<file path="src/rtl/ds18b20_pkg.sv">
// Shared constants for the DS18B20 multi-sensor sequencer: engine op codes,
// 1-wire ROM/function command bytes and the sequencer state encoding.
package ds18b20_pkg;

    localparam logic [1:0] OP_RESET = 2'd0;
    localparam logic [1:0] OP_WRITE = 2'd1;
    localparam logic [1:0] OP_READ  = 2'd2;

    localparam logic [7:0] CMD_SKIP_ROM  = 8'hCC;
    localparam logic [7:0] CMD_MATCH_ROM = 8'h55;
    localparam logic [7:0] CMD_CONVERT   = 8'h44;
    localparam logic [7:0] CMD_READ_SCR  = 8'hBE;

    typedef logic [3:0] state_t;

    localparam state_t ST_IDLE   = 4'd0;
    localparam state_t ST_C_RST  = 4'd1;
    localparam state_t ST_C_CC   = 4'd2;
    localparam state_t ST_C_44   = 4'd3;
    localparam state_t ST_POLL   = 4'd4;
    localparam state_t ST_S_RST  = 4'd5;
    localparam state_t ST_S_55   = 4'd6;
    localparam state_t ST_S_ADDR = 4'd7;
    localparam state_t ST_S_BE   = 4'd8;
    localparam state_t ST_S_RD   = 4'd9;
    localparam state_t ST_NEXT   = 4'd10;
    localparam state_t ST_FIN    = 4'd11;

endpackage

</file>
<file path="src/rtl/ds18b20_cmd_port.sv">
// Single-outstanding command handshake towards the byte-level 1-wire engine.
// An issue strobe latches op/byte and raises cmd_valid; complete marks the response.
module ds18b20_cmd_port
    import ds18b20_pkg::*;
(
    input  logic       clk,
    input  logic       rst_n,
    input  logic       issue,
    input  logic [1:0] issue_op,
    input  logic [7:0] issue_byte,
    input  logic       cmd_ready,
    input  logic       rsp_valid,
    output logic       idle,
    output logic       complete,
    output logic       cmd_valid,
    output logic [1:0] cmd_op,
    output logic [7:0] cmd_byte
);

    logic waiting;

    assign idle     = !cmd_valid && !waiting;
    // responses outside the wait phase are stray and dropped
    assign complete = waiting && rsp_valid;

    always_ff @(posedge clk) begin
        if (!rst_n) begin
            cmd_valid <= 1'b0;
            waiting   <= 1'b0;
            cmd_op    <= OP_RESET;
            cmd_byte  <= 8'h00;
        end else if (issue && idle) begin
            cmd_valid <= 1'b1;
            cmd_op    <= issue_op;
            cmd_byte  <= issue_byte;
        end else if (cmd_valid && cmd_ready) begin
            cmd_valid <= 1'b0;
            waiting   <= 1'b1;
        end else if (complete) begin
            waiting   <= 1'b0;
        end
    end

endmodule

</file>
<file path="src/rtl/ds18b20_seq_ctrl.sv">
// Multi-sensor DS18B20 sequencer: broadcast convert, completion poll, then
// Match ROM + Read Scratchpad for each sensor, streaming scratchpad bytes out.
//
// state     | meaning
// IDLE      | waiting for start
// C_RST     | bus reset before broadcast convert
// C_CC      | Skip ROM write
// C_44      | Convert T write
// POLL      | read slots until conversion completes or poll budget runs out
// S_RST     | bus reset before addressing sensor
// S_55      | Match ROM write
// S_ADDR    | eight ROM byte writes, LSB first
// S_BE      | Read Scratchpad write
// S_RD      | scratchpad byte reads
// NEXT      | advance to next sensor or finish
// FIN       | releasing bus reset, then done
module ds18b20_seq_ctrl
    import ds18b20_pkg::*;
#(
    parameter  int N_SENSORS     = 4,
    parameter  int SCRATCH_BYTES = 9,
    parameter  int POLL_MAX      = 1000,
    localparam int SW            = (N_SENSORS > 1) ? $clog2(N_SENSORS) : 1
) (
    input  logic                 clk,
    input  logic                 rst_n,
    input  logic                 start,
    output logic                 busy,
    output logic                 done,
    output logic                 cmd_valid,
    input  logic                 cmd_ready,
    output logic [1:0]           cmd_op,
    output logic [7:0]           cmd_byte,
    input  logic                 rsp_valid,
    input  logic [7:0]           rsp_byte,
    output logic [SW-1:0]        addr_sel,
    output logic [2:0]           addr_idx,
    input  logic [7:0]           addr_byte,
    output logic                 data_valid,
    output logic [SW-1:0]        data_sensor,
    output logic [3:0]           data_idx,
    output logic [7:0]           data_byte,
    output logic [N_SENSORS-1:0] err_presence,
    output logic                 err_timeout
);

    localparam int PW = $clog2(POLL_MAX + 1);

    state_t        state, next_state;
    logic [SW-1:0] sensor;
    logic [3:0]    byte_cnt;
    logic [PW-1:0] poll_left;
    logic          is_cmd, issue, port_idle, complete;
    logic [1:0]    cur_op;
    logic [7:0]    cur_byte;
    logic          last_sensor;

    assign last_sensor = (sensor == SW'(N_SENSORS - 1));
    assign addr_sel    = sensor;
    assign addr_idx    = (state == ST_S_ADDR) ? byte_cnt[2:0] : 3'd0;
    assign issue       = is_cmd && port_idle;

    always_comb begin
        is_cmd   = 1'b1;
        cur_op   = OP_WRITE;
        cur_byte = 8'h00;
        case (state)
            ST_C_RST, ST_S_RST, ST_FIN: cur_op = OP_RESET;
            ST_C_CC:   cur_byte = CMD_SKIP_ROM;
            ST_C_44:   cur_byte = CMD_CONVERT;
            ST_S_55:   cur_byte = CMD_MATCH_ROM;
            ST_S_ADDR: cur_byte = addr_byte;
            ST_S_BE:   cur_byte = CMD_READ_SCR;
            ST_POLL, ST_S_RD: begin
                cur_op   = OP_READ;
                cur_byte = 8'hFF;
            end
            default:   is_cmd = 1'b0;
        endcase
    end

    always_comb begin
        next_state = state;
        case (state)
            ST_IDLE:   if (start && !done) next_state = ST_C_RST;
            ST_C_RST:  if (complete) next_state = rsp_byte[0] ? ST_C_CC : ST_FIN;
            ST_C_CC:   if (complete) next_state = ST_C_44;
            ST_C_44:   if (complete) next_state = ST_POLL;
            ST_POLL: begin
                if (complete) begin
                    if (rsp_byte != 8'h00)          next_state = ST_S_RST;
                    else if (poll_left <= PW'(1))   next_state = ST_FIN;
                end
            end
            ST_S_RST:  if (complete) next_state = rsp_byte[0] ? ST_S_55 : ST_NEXT;
            ST_S_55:   if (complete) next_state = ST_S_ADDR;
            ST_S_ADDR: if (complete && byte_cnt == 4'd7) next_state = ST_S_BE;
            ST_S_BE:   if (complete) next_state = ST_S_RD;
            ST_S_RD:   if (complete && byte_cnt == 4'(SCRATCH_BYTES - 1)) next_state = ST_NEXT;
            ST_NEXT:   next_state = last_sensor ? ST_FIN : ST_S_RST;
            ST_FIN:    if (complete) next_state = ST_IDLE;
            default:   next_state = ST_IDLE;
        endcase
    end

    always_ff @(posedge clk) begin
        if (!rst_n) begin
            state        <= ST_IDLE;
            sensor       <= '0;
            byte_cnt     <= 4'd0;
            poll_left    <= '0;
            busy         <= 1'b0;
            done         <= 1'b0;
            data_valid   <= 1'b0;
            data_sensor  <= '0;
            data_idx     <= 4'd0;
            data_byte    <= 8'h00;
            err_presence <= '0;
            err_timeout  <= 1'b0;
        end else begin
            state      <= next_state;
            done       <= (state == ST_FIN) && complete;
            data_valid <= (state == ST_S_RD) && complete;

            if (next_state != state)
                byte_cnt <= 4'd0;
            else if (complete && (state == ST_S_ADDR || state == ST_S_RD))
                byte_cnt <= byte_cnt + 4'd1;

            case (state)
                ST_IDLE: if (next_state == ST_C_RST) begin
                    busy         <= 1'b1;
                    err_presence <= '0;
                    err_timeout  <= 1'b0;
                end
                ST_C_RST: if (complete && !rsp_byte[0]) err_presence <= '1;
                ST_C_44:  if (complete) poll_left <= PW'(POLL_MAX);
                // poll budget is a down-counter; terminal count 1 ends the poll
                ST_POLL: if (complete) begin
                    if (next_state == ST_S_RST)  sensor      <= '0;
                    else if (next_state == ST_FIN) err_timeout <= 1'b1;
                    else                         poll_left   <= poll_left - PW'(1);
                end
                ST_S_RST: if (complete && !rsp_byte[0]) err_presence[sensor] <= 1'b1;
                ST_S_RD: if (complete) begin
                    data_sensor <= sensor;
                    data_idx    <= byte_cnt;
                    data_byte   <= rsp_byte;
                end
                ST_NEXT: if (!last_sensor) sensor <= sensor + 1'b1;
                ST_FIN:  if (complete) busy <= 1'b0;
                default: ;
            endcase
        end
    end

    ds18b20_cmd_port u_cmd_port (
        .clk        (clk),
        .rst_n      (rst_n),
        .issue      (issue),
        .issue_op   (cur_op),
        .issue_byte (cur_byte),
        .cmd_ready  (cmd_ready),
        .rsp_valid  (rsp_valid),
        .idle       (port_idle),
        .complete   (complete),
        .cmd_valid  (cmd_valid),
        .cmd_op     (cmd_op),
        .cmd_byte   (cmd_byte)
    );

endmodule

</file>
<file path="config.mk">
export PLATFORM = sky130hd
export DESIGN_NAME = ds18b20_seq_ctrl
export DESIGN_NICKNAME = d
export VERILOG_FILES = /design/src/rtl/ds18b20_pkg.sv /design/src/rtl/ds18b20_cmd_port.sv /design/src/rtl/ds18b20_seq_ctrl.sv
export SDC_FILE = /design/constraint.sdc
export NUM_CORES = 1
export LEC_CHECK = 0
export CORE_ASPECT_RATIO = 0.7
export CORE_MARGIN = 10
export CORE_UTILIZATION = 47
export CTS_CLUSTER_SIZE = 10
export DETAILED_ROUTE_END_ITERATION = 16
export PLACE_DENSITY = 0.76
export SLEW_MARGIN = 20
export SYNTH_ARGS = -nofsm -noshare
export SYNTH_HDL_FRONTEND = slang
export SYNTH_HIERARCHICAL = 1
export SYNTH_SLANG_ARGS = --single-unit
</file>
<file path="constraint.sdc">
create_clock -name clk -period 2.1 [get_ports clk]
set_clock_uncertainty 0.05 [all_clocks]
set_input_delay 0.21 -clock clk [delete_from_list [all_inputs] [get_ports clk]]
set_output_delay 0.21 -clock clk [all_outputs]
set_load 0.01 [all_outputs]
</file>
==> results.toml <==
[worst_setup_path]
reg2reg_slack_ns = -0.14
critical_path_class = "reg -> reg"
cp-end-kind = "register"
slowest_delay_ns = 0.47
crit_chain = "buf_6, buf_6, and3b_1, o21ai_2, nand3_2, o31a_4, or4_1, a21oi_1"
crit_fanout = 17
crit_slowest_cell = "or4_1"
startpoint_type = "register"
arrival_ns = 2.44
cp_top_family = "simple AND/OR/NAND/NOR gates"
critPathBufInv = 2
path_common_cell = "buf_6"
cp.required_ns = 2.30

[power]
power_density_nw_per_um2 = 444.5
clkPwrFrac_pct = 32.1
switchingPower_uw = 541.7
swShare_pct = 27.45
pwr-share-comb_pct = 14.5
pwr-share-seq_pct = 53.4
p_leak_nw = 1.655
peakVddDrop_uv = 300.8
intPower_mw = 1.431

[timing]
relSlewSlack_pct = 70.08
slew_violations = 0
layout_setup_ws_ns = -0.1353
setup_viol = 12
hold_viol_final = 0
period_share_pct = 106.4
max_freq_ghz = 0.4474
holdWs_ns = 0.2397
grt_setup_unrepaired = "yes"
tightestPinTransition_ns = 0.4374
post-route-min-period_ns = 2.235

[synthesis]
syn_inst = 384
synth_area_um2 = 3017
syn_area_per_cell_um2 = 7.856
yosys-top-cells-area = "dfxtp_1 (36%), nand2_1 (8.5%), a21oi_1 (6.5%)"
yosysTopAreaCellShare_pct = 35.84
async_flop_share_pct = 0
synth_largest_area_cell = "dfxtp_1"
synth_edf_count = 0
synth-seq-cells = 54
synth_fp_nets = 413
yosysWarnings = 6
synthTopCellsByCount = "nand2_1 (68), dfxtp_1 (54), a21oi_1 (39)"
synth_most_common_cell = "nand2_1"
ys_types = 59
ys.flop_type = "dfxtp_1"
yosysSeqAreaShare_pct = 35.84

[global_route]
grt_pass1_wl_mm = 15.40
grt_antenna_before_repair = 0
grt.met1_usage_pct = 25.74
busiest_layer = "met2"
use_met2_pct = 29.02
grt_pass1_vias = 3061
track_usage_pct = 18.60
overflow = 0
grt_start_max_net_pins = 32
grt.met3_usage_pct = 4.201

[cells_and_area]
syn_to_final_growth_pct = 47.16
register_area_um2 = 1091
finish.utilization_pct = 71.42
multi_input_area_um2 = 1938
fill_cells = 498
fin_area_um2 = 4439
n_antenna_cell = 0
fin_nets = 529
drive_gt1_share_pct = 26.35

[routing]
via_per_inst = 5.608
final_antenna_net_count = 0
routed-via-count = 3247
wl_mm = 9.604
drt_first_iter_violations = 413
drc = 0
routedWlPerCell_um = 16.59
drt-pass1-iter-count = 6

[run_status]
violations = "setup timing"
status = "finished, violations left"

[placement]
detailed_place_hpwl_mm = 6.903
placed_area_um2 = 4093
routabilityCongestion = 0.9482
port_buffers = 58
pre_cts_ws_ns = -0.5736

[clock_network]
cts_hold_buf = 0
cts_buffer_depth = 2
clkTransAtPathRegs_ns = 0.11
cts_buffers = 5
htree_num_levels = 2
cts_tree = "built"
root_buffer = "clkbuf_8"
cts_sinks = 54
clock_latency_ns = 0.32

[die]
row_count = 24
io_pins = 59
die_area_um2 = 10070
dieWidth_um = 115.8
core_area_um2 = 6216
die-height_um = 87.03
initial_core_util_pct = 48.53

[flow_run]
drv_cap = 0

[min_path]
worstHoldPathType = "in -> reg"
## flip-flops by register name (all words and copies together), names as in the netlist
name                  flops
data_sensor               2
u_cmd_port/cmd_valid      1
addr_sel                  2
done                      1
data_byte                 8
u_cmd_port/waiting        1
u_cmd_port/cmd_byte       8
poll_left                10
busy                      1
data_valid                1
u_cmd_port/cmd_op         2
err_timeout               1
byte_cnt                  4
state                     4
data_idx                  4
err_presence              4
## path summary, 6_finish.rpt
check	startpoint	to	cells past startpoint
max	state[1]$_SDFF_PN0_	poll_left[2]$_SDFFE_PN0P_	8
min reg2reg	data_byte[5]$_SDFFE_PN0P_	data_byte[5]$_SDFFE_PN0P_	2
max reg2reg	state[1]$_SDFF_PN0_	poll_left[2]$_SDFFE_PN0P_	8
min	rsp_byte[3]	data_byte[3]$_SDFFE_PN0P_	3
## cell families (layout without fill, tap and decap cells)
group,count (synthesis),after routing,synth area share [%]
buffers and inverters,34,151,5.350
XOR/XNOR,4,4,1.162
AND/OR/NAND/NOR,178,178,30.36
flip-flops,54,54,35.84
AO/OA/AOI/OAI,95,95,20.32
multiplexers,11,11,3.650
adder cells (fa/ha/maj),8,8,3.318
## stage by stage
stage	instances	TNS (ns)	power, mW
floorplan	384	-0.05569	1.205
global placement	565	-6.632	1.316
detailed placement	565	-6.973	1.319
CTS	577	-0.1788	1.952
global route	579	-1.935	2.048
finish	579	-0.8742	1.973
## metal layers
layer  vias to the layer above  part of all wire, %
li1                       1573                    -
met1                      1541                   47
met2                       126                   45
met3                         7                  7.9
met4                         0                 0.53
met5                         -                    0
## what timing repair did
action                                 CTS  global route
setup buffers                            4             2
pin swaps                               10             4
endpoints found under the hold margin    0             0
setup endpoints to repair               16            16
gates cloned                             0             1
gates resized for setup                 38            21
## power by group through the flow
| stage | combinational, mW | clock (mW) | sequential (mW) |
|---|---|---|---|
| 2_1_floorplan | 0.126 | 0 | 1.08 |
| 5_1_grt | 0.307 | 0.686 | 1.06 |
| 3_3_place_gp | 0.243 | 0 | 1.07 |
| 4_1_cts | 0.257 | 0.643 | 1.05 |
| 6_report | 0.287 | 0.633 | 1.05 |
| 3_5_place_dp | 0.246 | 0 | 1.07 |
## cell type report
class	instances	share of cell area [%]
timing repair buffer	132	26.38
sequential	54	24.58
tap	78	2.198
inverter	11	0.9865
clock buffer	5	1.550
clock inverter	3	0.6483
multi-input combinational	296	43.66
## worst reg2reg max path: cells and delay by family, from the launching register on
kind / cells / cell delay, ns
buffers and inverters: 2 / 0.32
AO/OA/AOI/OAI: 3 / 0.63
flip-flops: 1 / 0.36
AND/OR/NAND/NOR: 3 / 0.81
## cell usage in the layout, fill, tap and decap left out, drive strengths merged, types with 11 or more instances in the layout
master	n
buf	74
nand2	68
dfxtp	54
clkdlybuf4s50	51
a21oi	39
nor2	29
o21ai	21
nor3	15
nand3	14
mux2i	11
inv	11
Note: power is estimated with default switching activity, not from simulation.
